<file path="src/rtl/dmem_arbiter_if.sv">
// -----------------------------------------------------------------------------
// dmem_arbiter_if
//   One requester port of the dmem arbiter: a valid/ready request channel
//   carrying a single load/store, plus a one-cycle response pulse carrying the
//   extended load data and any exception the dmem raised.
//
//   master : the requester (core LSU or debug/program loader)
//   slave  : the arbiter
//
//   req_valid      request present, held until accepted
//   req_ready      request accepted this cycle
//   we / is_load   store / load (is_load ignored when we=1)
//   word_sel       size mask 01/03/0F/FF = B/H/W/D
//   func3          load extension select
//   addr / wdata   effective address / store data
//   resp_valid     one-cycle response pulse
//   resp_data      extended load data (0 for stores and faults)
//   resp_exc_en    access faulted
//   resp_exc_code  exception code as produced by dmem
//   resp_exc_val   faulting address
// -----------------------------------------------------------------------------
interface dmem_arbiter_if #(
  parameter int XLEN = 64
);
  logic            req_valid;
  logic            req_ready;
  logic            we;
  logic            is_load;
  logic [7:0]      word_sel;
  logic [2:0]      func3;
  logic [XLEN-1:0] addr;
  logic [XLEN-1:0] wdata;
  logic            resp_valid;
  logic [XLEN-1:0] resp_data;
  logic            resp_exc_en;
  logic [3:0]      resp_exc_code;
  logic [XLEN-1:0] resp_exc_val;

  modport master (
    output req_valid, we, is_load, word_sel, func3, addr, wdata,
    input  req_ready, resp_valid, resp_data, resp_exc_en, resp_exc_code,
           resp_exc_val
  );

  modport slave (
    input  req_valid, we, is_load, word_sel, func3, addr, wdata,
    output req_ready, resp_valid, resp_data, resp_exc_en, resp_exc_code,
           resp_exc_val
  );
endinterface

</file>
<file path="src/rtl/dmem_arbiter.sv">
// -----------------------------------------------------------------------------
// dmem_arbiter
//   Two-port arbiter and sequencer in front of the byte-addressed data memory.
//   Port m0 serves the core load/store unit, port m1 the debug/program loader.
//   One transaction at a time: IDLE (grant + latch) -> ACCESS (drive dmem for
//   one cycle, capture its combinational result) -> RESP (one-cycle response
//   pulse to the owner) -> IDLE.
//
//   clk            clock, rising edge
//   rst            asynchronous reset, active low
//   m0, m1         requester ports (dmem_arbiter_if.slave)
//   dmem_*  (out)  request to dmem, qualified by dmem_we / dmem_is_load
//   dmem_*  (in)   combinational load data and exception result from dmem
//   busy           sequencer not in IDLE
//
//   XLEN must match the 64-bit dmem data path.
//   FIXED_PRIO = 0 : round-robin on contention; 1 : m0 always wins.
// -----------------------------------------------------------------------------
module dmem_arbiter #(
  parameter int XLEN       = 64,
  parameter bit FIXED_PRIO = 1'b0
) (
  input  logic            clk,
  input  logic            rst,
  dmem_arbiter_if.slave   m0,
  dmem_arbiter_if.slave   m1,
  output logic            dmem_we,
  output logic            dmem_is_load,
  output logic [7:0]      dmem_word_sel,
  output logic [2:0]      dmem_func3,
  output logic [XLEN-1:0] dmem_addr,
  output logic [XLEN-1:0] dmem_wdata,
  input  logic [XLEN-1:0] dmem_rdata,
  input  logic            dmem_exc_en,
  input  logic [3:0]      dmem_exc_code,
  input  logic [XLEN-1:0] dmem_exc_val,
  output logic            busy
);

  typedef enum logic [1:0] {
    S_IDLE,
    S_ACCESS,
    S_RESP
  } state_e;

  state_e          state_q, state_d;
  logic            last_grant_q, last_grant_d;
  logic            owner_q, owner_d;

  // Latched request
  logic            we_q, we_d;
  logic            is_load_q, is_load_d;
  logic [7:0]      word_sel_q, word_sel_d;
  logic [2:0]      func3_q, func3_d;
  logic [XLEN-1:0] addr_q, addr_d;
  logic [XLEN-1:0] wdata_q, wdata_d;

  // Captured response
  logic [XLEN-1:0] rdata_q, rdata_d;
  logic            exc_en_q, exc_en_d;
  logic [3:0]      exc_code_q, exc_code_d;
  logic [XLEN-1:0] exc_val_q, exc_val_d;

  logic            grant;
  logic            accept;
  logic            resp0, resp1;

  // ---------------------------------------------------------------------------
  // Arbitration and requester-facing outputs
  // ---------------------------------------------------------------------------
  always_comb begin
    // NOTE: every combinational output gets a default before any branch, so no
    // path leaves a signal unassigned and no latch is inferred.
    grant  = 1'b0;
    accept = 1'b0;

    if (m0.req_valid && m1.req_valid) begin
      // Round-robin: the port that did not win last time goes first.
      grant = FIXED_PRIO ? 1'b0 : ~last_grant_q;
    end else begin
      grant = m1.req_valid;
    end

    // req_ready is combinational from req_valid, so it must also be held low
    // while reset is asserted, not just rely on state_q being IDLE.
    accept = rst && (state_q == S_IDLE) && (m0.req_valid || m1.req_valid);

    m0.req_ready = accept && !grant;
    m1.req_ready = accept && grant;

    resp0 = (state_q == S_RESP) && !owner_q;
    resp1 = (state_q == S_RESP) && owner_q;

    m0.resp_valid    = resp0;
    m0.resp_data     = resp0 ? rdata_q    : '0;
    m0.resp_exc_en   = resp0 ? exc_en_q   : 1'b0;
    m0.resp_exc_code = resp0 ? exc_code_q : 4'h0;
    m0.resp_exc_val  = resp0 ? exc_val_q  : '0;

    m1.resp_valid    = resp1;
    m1.resp_data     = resp1 ? rdata_q    : '0;
    m1.resp_exc_en   = resp1 ? exc_en_q   : 1'b0;
    m1.resp_exc_code = resp1 ? exc_code_q : 4'h0;
    m1.resp_exc_val  = resp1 ? exc_val_q  : '0;
  end

  // ---------------------------------------------------------------------------
  // dmem-facing outputs: strobes only in ACCESS, address/data hold last latch
  // ---------------------------------------------------------------------------
  assign dmem_we       = (state_q == S_ACCESS) && we_q;
  assign dmem_is_load  = (state_q == S_ACCESS) && is_load_q && !we_q;
  assign dmem_word_sel = word_sel_q;
  assign dmem_func3    = func3_q;
  assign dmem_addr     = addr_q;
  assign dmem_wdata    = wdata_q;
  assign busy          = (state_q != S_IDLE);

  // ---------------------------------------------------------------------------
  // Next-state logic
  // ---------------------------------------------------------------------------
  always_comb begin
    state_d      = state_q;
    last_grant_d = last_grant_q;
    owner_d      = owner_q;
    we_d         = we_q;
    is_load_d    = is_load_q;
    word_sel_d   = word_sel_q;
    func3_d      = func3_q;
    addr_d       = addr_q;
    wdata_d      = wdata_q;
    rdata_d      = rdata_q;
    exc_en_d     = exc_en_q;
    exc_code_d   = exc_code_q;
    exc_val_d    = exc_val_q;

    unique case (state_q)
      S_IDLE: begin
        if (accept) begin
          owner_d      = grant;
          last_grant_d = grant;
          we_d         = grant ? m1.we       : m0.we;
          is_load_d    = grant ? m1.is_load  : m0.is_load;
          word_sel_d   = grant ? m1.word_sel : m0.word_sel;
          func3_d      = grant ? m1.func3    : m0.func3;
          addr_d       = grant ? m1.addr     : m0.addr;
          wdata_d      = grant ? m1.wdata    : m0.wdata;
          state_d      = S_ACCESS;
        end
      end
      S_ACCESS: begin
        // Only a clean load returns data; stores, no-ops and faults return 0
        // whatever the dmem happens to present on its read port.
        rdata_d    = (is_load_q && !we_q && !dmem_exc_en) ? dmem_rdata : '0;
        exc_en_d   = dmem_exc_en;
        exc_code_d = dmem_exc_code;
        exc_val_d  = dmem_exc_val;
        state_d    = S_RESP;
      end
      S_RESP: begin
        state_d = S_IDLE;
      end
      default: begin
        state_d = S_IDLE;
      end
    endcase
  end

  // ---------------------------------------------------------------------------
  // State registers
  // ---------------------------------------------------------------------------
  always_ff @(posedge clk or negedge rst) begin
    if (!rst) begin
      state_q      <= S_IDLE;
      last_grant_q <= 1'b1;
      owner_q      <= 1'b0;
      we_q         <= 1'b0;
      is_load_q    <= 1'b0;
      word_sel_q   <= 8'h00;
      func3_q      <= 3'h0;
      addr_q       <= '0;
      wdata_q      <= '0;
      rdata_q      <= '0;
      exc_en_q     <= 1'b0;
      exc_code_q   <= 4'h0;
      exc_val_q    <= '0;
    end else begin
      // NOTE: non-blocking assignments so every register samples the values
      // from before this edge, independent of statement order.
      state_q      <= state_d;
      last_grant_q <= last_grant_d;
      owner_q      <= owner_d;
      we_q         <= we_d;
      is_load_q    <= is_load_d;
      word_sel_q   <= word_sel_d;
      func3_q      <= func3_d;
      addr_q       <= addr_d;
      wdata_q      <= wdata_d;
      rdata_q      <= rdata_d;
      exc_en_q     <= exc_en_d;
      exc_code_q   <= exc_code_d;
      exc_val_q    <= exc_val_d;
    end
  end

endmodule
</file>
<file path="src/flat_wrapper.sv">
// flat-port wrapper written by rule: the top's interface ports become plain ports
module dmem_arbiter_flat 
#(
  parameter int XLEN       = 64,
  parameter bit FIXED_PRIO = 1'b0
)
  (clk, rst, dmem_we, dmem_is_load, dmem_word_sel, dmem_func3, dmem_addr, dmem_wdata, dmem_rdata, dmem_exc_en, dmem_exc_code, dmem_exc_val, busy, m0_req_valid, m0_we, m0_is_load, m0_word_sel, m0_func3, m0_addr, m0_wdata, m0_req_ready, m0_resp_valid, m0_resp_data, m0_resp_exc_en, m0_resp_exc_code, m0_resp_exc_val, m1_req_valid, m1_we, m1_is_load, m1_word_sel, m1_func3, m1_addr, m1_wdata, m1_req_ready, m1_resp_valid, m1_resp_data, m1_resp_exc_en, m1_resp_exc_code, m1_resp_exc_val);
  dmem_arbiter_if #(.XLEN(XLEN)) m0_i ();
  dmem_arbiter_if #(.XLEN(XLEN)) m1_i ();
  input  logic clk;
  input  logic rst;
  output logic dmem_we;
  output logic dmem_is_load;
  output logic [7:0] dmem_word_sel;
  output logic [2:0] dmem_func3;
  output logic [XLEN-1:0] dmem_addr;
  output logic [XLEN-1:0] dmem_wdata;
  input  logic [XLEN-1:0] dmem_rdata;
  input  logic dmem_exc_en;
  input  logic [3:0] dmem_exc_code;
  input  logic [XLEN-1:0] dmem_exc_val;
  output logic busy;
  input wire logic [$bits(m0_i.req_valid)-1:0] m0_req_valid;
  input wire logic [$bits(m0_i.we)-1:0] m0_we;
  input wire logic [$bits(m0_i.is_load)-1:0] m0_is_load;
  input wire logic [$bits(m0_i.word_sel)-1:0] m0_word_sel;
  input wire logic [$bits(m0_i.func3)-1:0] m0_func3;
  input wire logic [$bits(m0_i.addr)-1:0] m0_addr;
  input wire logic [$bits(m0_i.wdata)-1:0] m0_wdata;
  output wire logic [$bits(m0_i.req_ready)-1:0] m0_req_ready;
  output wire logic [$bits(m0_i.resp_valid)-1:0] m0_resp_valid;
  output wire logic [$bits(m0_i.resp_data)-1:0] m0_resp_data;
  output wire logic [$bits(m0_i.resp_exc_en)-1:0] m0_resp_exc_en;
  output wire logic [$bits(m0_i.resp_exc_code)-1:0] m0_resp_exc_code;
  output wire logic [$bits(m0_i.resp_exc_val)-1:0] m0_resp_exc_val;
  input wire logic [$bits(m1_i.req_valid)-1:0] m1_req_valid;
  input wire logic [$bits(m1_i.we)-1:0] m1_we;
  input wire logic [$bits(m1_i.is_load)-1:0] m1_is_load;
  input wire logic [$bits(m1_i.word_sel)-1:0] m1_word_sel;
  input wire logic [$bits(m1_i.func3)-1:0] m1_func3;
  input wire logic [$bits(m1_i.addr)-1:0] m1_addr;
  input wire logic [$bits(m1_i.wdata)-1:0] m1_wdata;
  output wire logic [$bits(m1_i.req_ready)-1:0] m1_req_ready;
  output wire logic [$bits(m1_i.resp_valid)-1:0] m1_resp_valid;
  output wire logic [$bits(m1_i.resp_data)-1:0] m1_resp_data;
  output wire logic [$bits(m1_i.resp_exc_en)-1:0] m1_resp_exc_en;
  output wire logic [$bits(m1_i.resp_exc_code)-1:0] m1_resp_exc_code;
  output wire logic [$bits(m1_i.resp_exc_val)-1:0] m1_resp_exc_val;
  assign m0_i.req_valid = m0_req_valid;
  assign m0_i.we = m0_we;
  assign m0_i.is_load = m0_is_load;
  assign m0_i.word_sel = m0_word_sel;
  assign m0_i.func3 = m0_func3;
  assign m0_i.addr = m0_addr;
  assign m0_i.wdata = m0_wdata;
  assign m0_req_ready = m0_i.req_ready;
  assign m0_resp_valid = m0_i.resp_valid;
  assign m0_resp_data = m0_i.resp_data;
  assign m0_resp_exc_en = m0_i.resp_exc_en;
  assign m0_resp_exc_code = m0_i.resp_exc_code;
  assign m0_resp_exc_val = m0_i.resp_exc_val;
  assign m1_i.req_valid = m1_req_valid;
  assign m1_i.we = m1_we;
  assign m1_i.is_load = m1_is_load;
  assign m1_i.word_sel = m1_word_sel;
  assign m1_i.func3 = m1_func3;
  assign m1_i.addr = m1_addr;
  assign m1_i.wdata = m1_wdata;
  assign m1_req_ready = m1_i.req_ready;
  assign m1_resp_valid = m1_i.resp_valid;
  assign m1_resp_data = m1_i.resp_data;
  assign m1_resp_exc_en = m1_i.resp_exc_en;
  assign m1_resp_exc_code = m1_i.resp_exc_code;
  assign m1_resp_exc_val = m1_i.resp_exc_val;
  dmem_arbiter #(.XLEN(XLEN), .FIXED_PRIO(FIXED_PRIO)) u_core (.clk(clk), .rst(rst), .m0(m0_i), .m1(m1_i), .dmem_we(dmem_we), .dmem_is_load(dmem_is_load), .dmem_word_sel(dmem_word_sel), .dmem_func3(dmem_func3), .dmem_addr(dmem_addr), .dmem_wdata(dmem_wdata), .dmem_rdata(dmem_rdata), .dmem_exc_en(dmem_exc_en), .dmem_exc_code(dmem_exc_code), .dmem_exc_val(dmem_exc_val), .busy(busy));
endmodule
</file>
<file path="config.mk">
export PLATFORM = sky130hd
export DESIGN_NAME = dmem_arbiter_flat
export DESIGN_NICKNAME = d
export VERILOG_FILES = /design/src/rtl/dmem_arbiter_if.sv /design/src/rtl/dmem_arbiter.sv /design/src/flat_wrapper.sv
export SDC_FILE = /design/constraint.sdc
export NUM_CORES = 1
export LEC_CHECK = 0
export CAP_MARGIN = 20
export CORE_AREA = 2 2 324 326
export DETAILED_ROUTE_END_ITERATION = 8
export DIE_AREA = 0 0 326 328
export PLACE_DENSITY_LB_ADDON = 0.12
export RECOVER_POWER = 25
export SYNTH_ARGS = -nofsm -noshare
export SYNTH_HDL_FRONTEND = slang
export SYNTH_SLANG_ARGS = --single-unit
</file>
<file path="constraint.sdc">
create_clock -name clk -period 4.6 [get_ports clk]
set_input_delay 0.92 -clock clk [delete_from_list [all_inputs] [get_ports clk]]
set_output_delay 0.92 -clock clk [all_outputs]
set_load 0.01 [all_outputs]
</file>
# Word-level counts from Yosys, hierarchy flattened
# Index checks and enable logic that the tools add are counted.
# totals
ff_bits	278
# op_classes
muxes	18
reduce_logical	20
eq_ne	3
bitwise_logic	1
# ops
op	count
$mux 64	7
$logic_and 1x1->1	12
$mux 4	2
$mux 8	1
$mux 1	5
$logic_not 1->1	4
$pmux 2 s2	1
$mux 3	1
$eq 2x1->1 const B	1
$eq 2x2->1 const B	1
$logic_not 2->1	1
$mux 2	1
$ne 2x1->1 const B	1
$reduce_and 2->1	1
$reduce_bool 2->1	1
$logic_or 1x1->1	1
$not 1->1	1

# Depth between registers and ports, before layout
# depth
word_depth	5
mapped_depth	7
depth_no_buf	4

# Worst setup path before layout
# Ideal clock, no wire load.
# synth_path
path_kind	in2out
start	in m0_req_valid
end	out m0_req_ready
path_slack_ns	1.805
t_arrival_ns	1.875
cell_stages	5
n_path_buf	3
cell_sequence	buf_2 -> clkbuf_1 -> clkbuf_1 -> nand3_1 -> inv_1
# synth_between
elab_chain_len	4
word_cells_on_any_way	6
cone_classes	mux (1); reduce/logical (5)
# synth_lines
element	line_no	rtl
start, declared	flat_wrapper.sv:23	input wire logic [$bits(m0_i.req_valid)-1:0] m0_req_valid;
$logic_and 1x1->1	dmem_arbiter.sv:77	if (m0.req_valid && m1.req_valid) begin
$mux 1	dmem_arbiter.sv:77	
$logic_not 1->1	dmem_arbiter.sv:88	m0.req_ready = accept && !grant;
$logic_and 1x1->1 (*)	dmem_arbiter.sv:88	
end, declared	flat_wrapper.sv:30	output wire logic [$bits(m0_i.req_ready)-1:0] m0_req_ready;
# Every way passes the cells marked *; elsewhere a longest branch is shown, timed or not.

# Worst setup path after layout
# layout_path
start	reg u_core.state_q[0]
end	out m1_resp_data[27]
# layout_between
elab_chain_len	3
# layout_lines
element	line_no	rtl
start, declared	dmem_arbiter.sv:46	state_e state_q, state_d;
start signal, assigned	dmem_arbiter.sv:189	state_q <= state_d;
$eq 2x2->1	dmem_arbiter.sv:92	resp1 = (state_q == S_RESP) && owner_q;
$logic_and 1x1->1	dmem_arbiter.sv:92	
$mux 64	dmem_arbiter.sv:101	m1.resp_data = resp1 ? rdata_q : '0;
end, declared	flat_wrapper.sv:45	output wire logic [$bits(m1_i.resp_data)-1:0] m1_resp_data;
# Every way passes these cells.

==> impl_metrics.ini <==
[global_routing]
grt_start_max_net_pins = 142
overflow = 0
grt_pass1_wl_um = 103400
grt_pass1_vias = 14330
grt_util_all_layers = 0.1295
antenna_found_initial = 7

[final_layout]
drive_gt1_frac = 0.04629
multi_input_area_um2 = 5816
final_cell_area_um2 = 24420
regArea_um2 = 6958
area_growth_pct = 82.46
final_nets = 2576
fin_util = 0.2367
instances_no_fill = 3567
n_fill_cell = 11150

[timing]
clock.fmax_mhz = 255.8
worst-slew-pin-transition_ns = 1.761
clock_skew_ns = 0.02250
post-route-min-period_ns = 3.910
maxSlewHeadroom = -0.1739
fin_setup_tns_ns = 0
post-route-period-util = 0.8500
finalSetupViolations = 0
finalMaxSlewViolations = 247
hold_viol = 0
rsz0062_at_grt = false

[place]
place_congestion = 0.7645
dp_hpwl_um = 52140
io_buffer_count = 830
dp.cells = 3496
place_area_um2 = 23150

[clock_network]
root_buffer = clkbuf_16
cts_tree = done
clk_path_buf_depth = 3
cts.sinks = 278
clk_pin_slew_ns = 0.06
post-cts-setup-buffers = 0
ctsResizeCount = 0
h-tree-depth = 2
ctsHoldBuffers = 0
clk_latency_ns = 0.58
cts_buffers = 39

[drt]
wire_per_inst_um = 20.22
drtIter0Drc = 530
detail-route-antenna-nets = 0
routed_wl_um = 72120
via_count = 13480
vias_per_cell = 3.779
drt_first_pass_iters = 5
drc_errors = 0

[worst_setup_path]
worst-r2r-setup-slack_ns = 1.74
crit_required_ns = 3.68
path_class = flip-flop to output port
cp-start-kind = flip-flop
crit_path_end_kind = output port
cp_max_fo = 43
cp_data_arrival_time_ns = 2.99

[yosys]
syn_avg_cell_area_um2 = 9.596
synth_top_area_share = 0.5178
ys_types = 26
synthesis.instances = 1395
synth.area.top_cells = dfrtp_1 52%, and2_1 12%, a221o_1 11%
ys_ff_latch = 278
yosysWarningCount = 0
netlist_area_um2 = 13390
synth.net_count = 1814
ys_seq_area_frac = 0.5198
synth.largest_area_cell = dfrtp_1

[floorplanning]
rows = 118
core-area_um2 = 103200
io_pins = 831
die_w_um = 326
die_area_um2 = 106900
die_y_um = 328
initial_core_util = 0.1297

[power]
power.density_nw_per_um2 = 383.6
cellLeakagePower_uw = 0.009988
total_power_uw = 9369
peakVddDrop_v = 0.0001968

[run_status]
violations = capacitance limit, slew limit
status = complete, but fails checks

[run]
maxCapViolations = 4

[min_path]
holdCritPathClass = flip-flop to flip-flop
worst paths after layout:
check                                        to  cells after the start                 start
setup / recovery               m1_resp_data[27]                      4     u_core.state_q[0]
hold / removal             u_core.exc_val_q[10]                      2  u_core.exc_val_q[10]
setup reg to reg             u_core.rdata_q[10]                      4     u_core.state_q[1]
hold reg to reg            u_core.exc_val_q[10]                      2  u_core.exc_val_q[10]
max in group asynchronous   u_core.exc_val_q[3]                      4                   rst
min in group asynchronous  u_core.dmem_wdata[1]                      2                   rst
layer usage:
layer | global-route usage | wire length [um]
met3 | 0.04607 | 5544
met4 | 0.02835 | 1186
met2 | 0.2388 | 38370
met5 | 0 | 44
met1 | 0.1413 | 26980
synth_stat cells:
master and count:
clkbuf_1 87, nand2_1 349, inv_2 1, dfstp_2 1
or3b_1 1, nor4b_1 1, buf_6 11, buf_1 13
nor3b_2 2, nor3_1 141, dfrtp_1 277, buf_2 20
or2_2 1, a221o_1 141, o21a_1 2, a22o_1 64
nor2b_1 1, buf_4 6, nand2b_1 2, and2_1 267
inv_1 2, nand3_1 1, and3b_1 1, nor3b_1 1
and3_1 1, o21ai_1 1
cell usage in the layout, fill, tap and decap left out, types with 2 or more instances in the layout:
| master | Yosys | layout |
|---|---|---|
| clkdlybuf4s50_1 | 0 | 828 |
| nand2_1 | 349 | 349 |
| dfrtp_1 | 277 | 277 |
| and2_1 | 267 | 267 |
| nor3_1 | 141 | 141 |
| a221o_1 | 141 | 141 |
| a22o_1 | 64 | 64 |
| clkbuf_16 | 0 | 41 |
| buf_4 | 6 | 16 |
| clkbuf_8 | 0 | 10 |
| buf_12 | 0 | 9 |
| clkinv_2 | 0 | 7 |
| diode_2 | 0 | 5 |
| clkbuf_1 | 87 | 5 |
| clkbuf_2 | 0 | 4 |
| nand2b_1 | 2 | 2 |
| inv_1 | 2 | 2 |
| o21a_1 | 2 | 2 |
| bufinv_16 | 0 | 2 |
| clkinvlp_4 | 0 | 2 |
layout make-up:
cell class,instances,area share
Inverter,3,0.0004610
Timing Repair Buffer,858,0.3526
Multi-Input combinational cell,977,0.2381
Antenna cell,5,0.0005123
Clock inverter,11,0.004508
Clock buffer,55,0.04826
Tap cell,1380,0.07069
Sequential cell,278,0.2849
report_power, final:
| group | internal [uW] | switching (uW) |
|---|---|---|
| logic | 1540 | 1200 |
| clock network | 1880 | 1240 |
| registers | 3040 | 469 |
| total | 6460 | 2910 |
kinds of logic after synthesis:
family | synth area share
simple gates | 0.2825
flops | 0.5198
compound gates | 0.1488
buf+inv | 0.04898
worst max-delay path, stage by stage (launching register included):
cell and delay, ns:
dfrtp_1 0.48, and3b_4 0.80, buf_4 0.40, and2_1 0.18
clkdlybuf4s50_1 0.54
flip-flops by register name, summed over array words and instances, names as in the netlist, 2 cells and up:
name	flops
u_core.dmem_addr	64
u_core.dmem_wdata	64
u_core.exc_val_q	64
u_core.rdata_q	64
u_core.dmem_word_sel	8
u_core.exc_code_q	4
u_core.dmem_func3	3
u_core.state_q	2
per-stage QoR:
step / hold slack (ns) / setup slack, ns
after CTS: 0.4483 / 0.4947
after global routing: 0.5068 / 0.4622
after detailed placement: 0.4808 / 0.9036
after global placement: 0.4681 / 0.9063
final: 0.4900 / 0.6900
after floorplan: 0.4511 / 1.805
(Power assumes the default switching activity.)
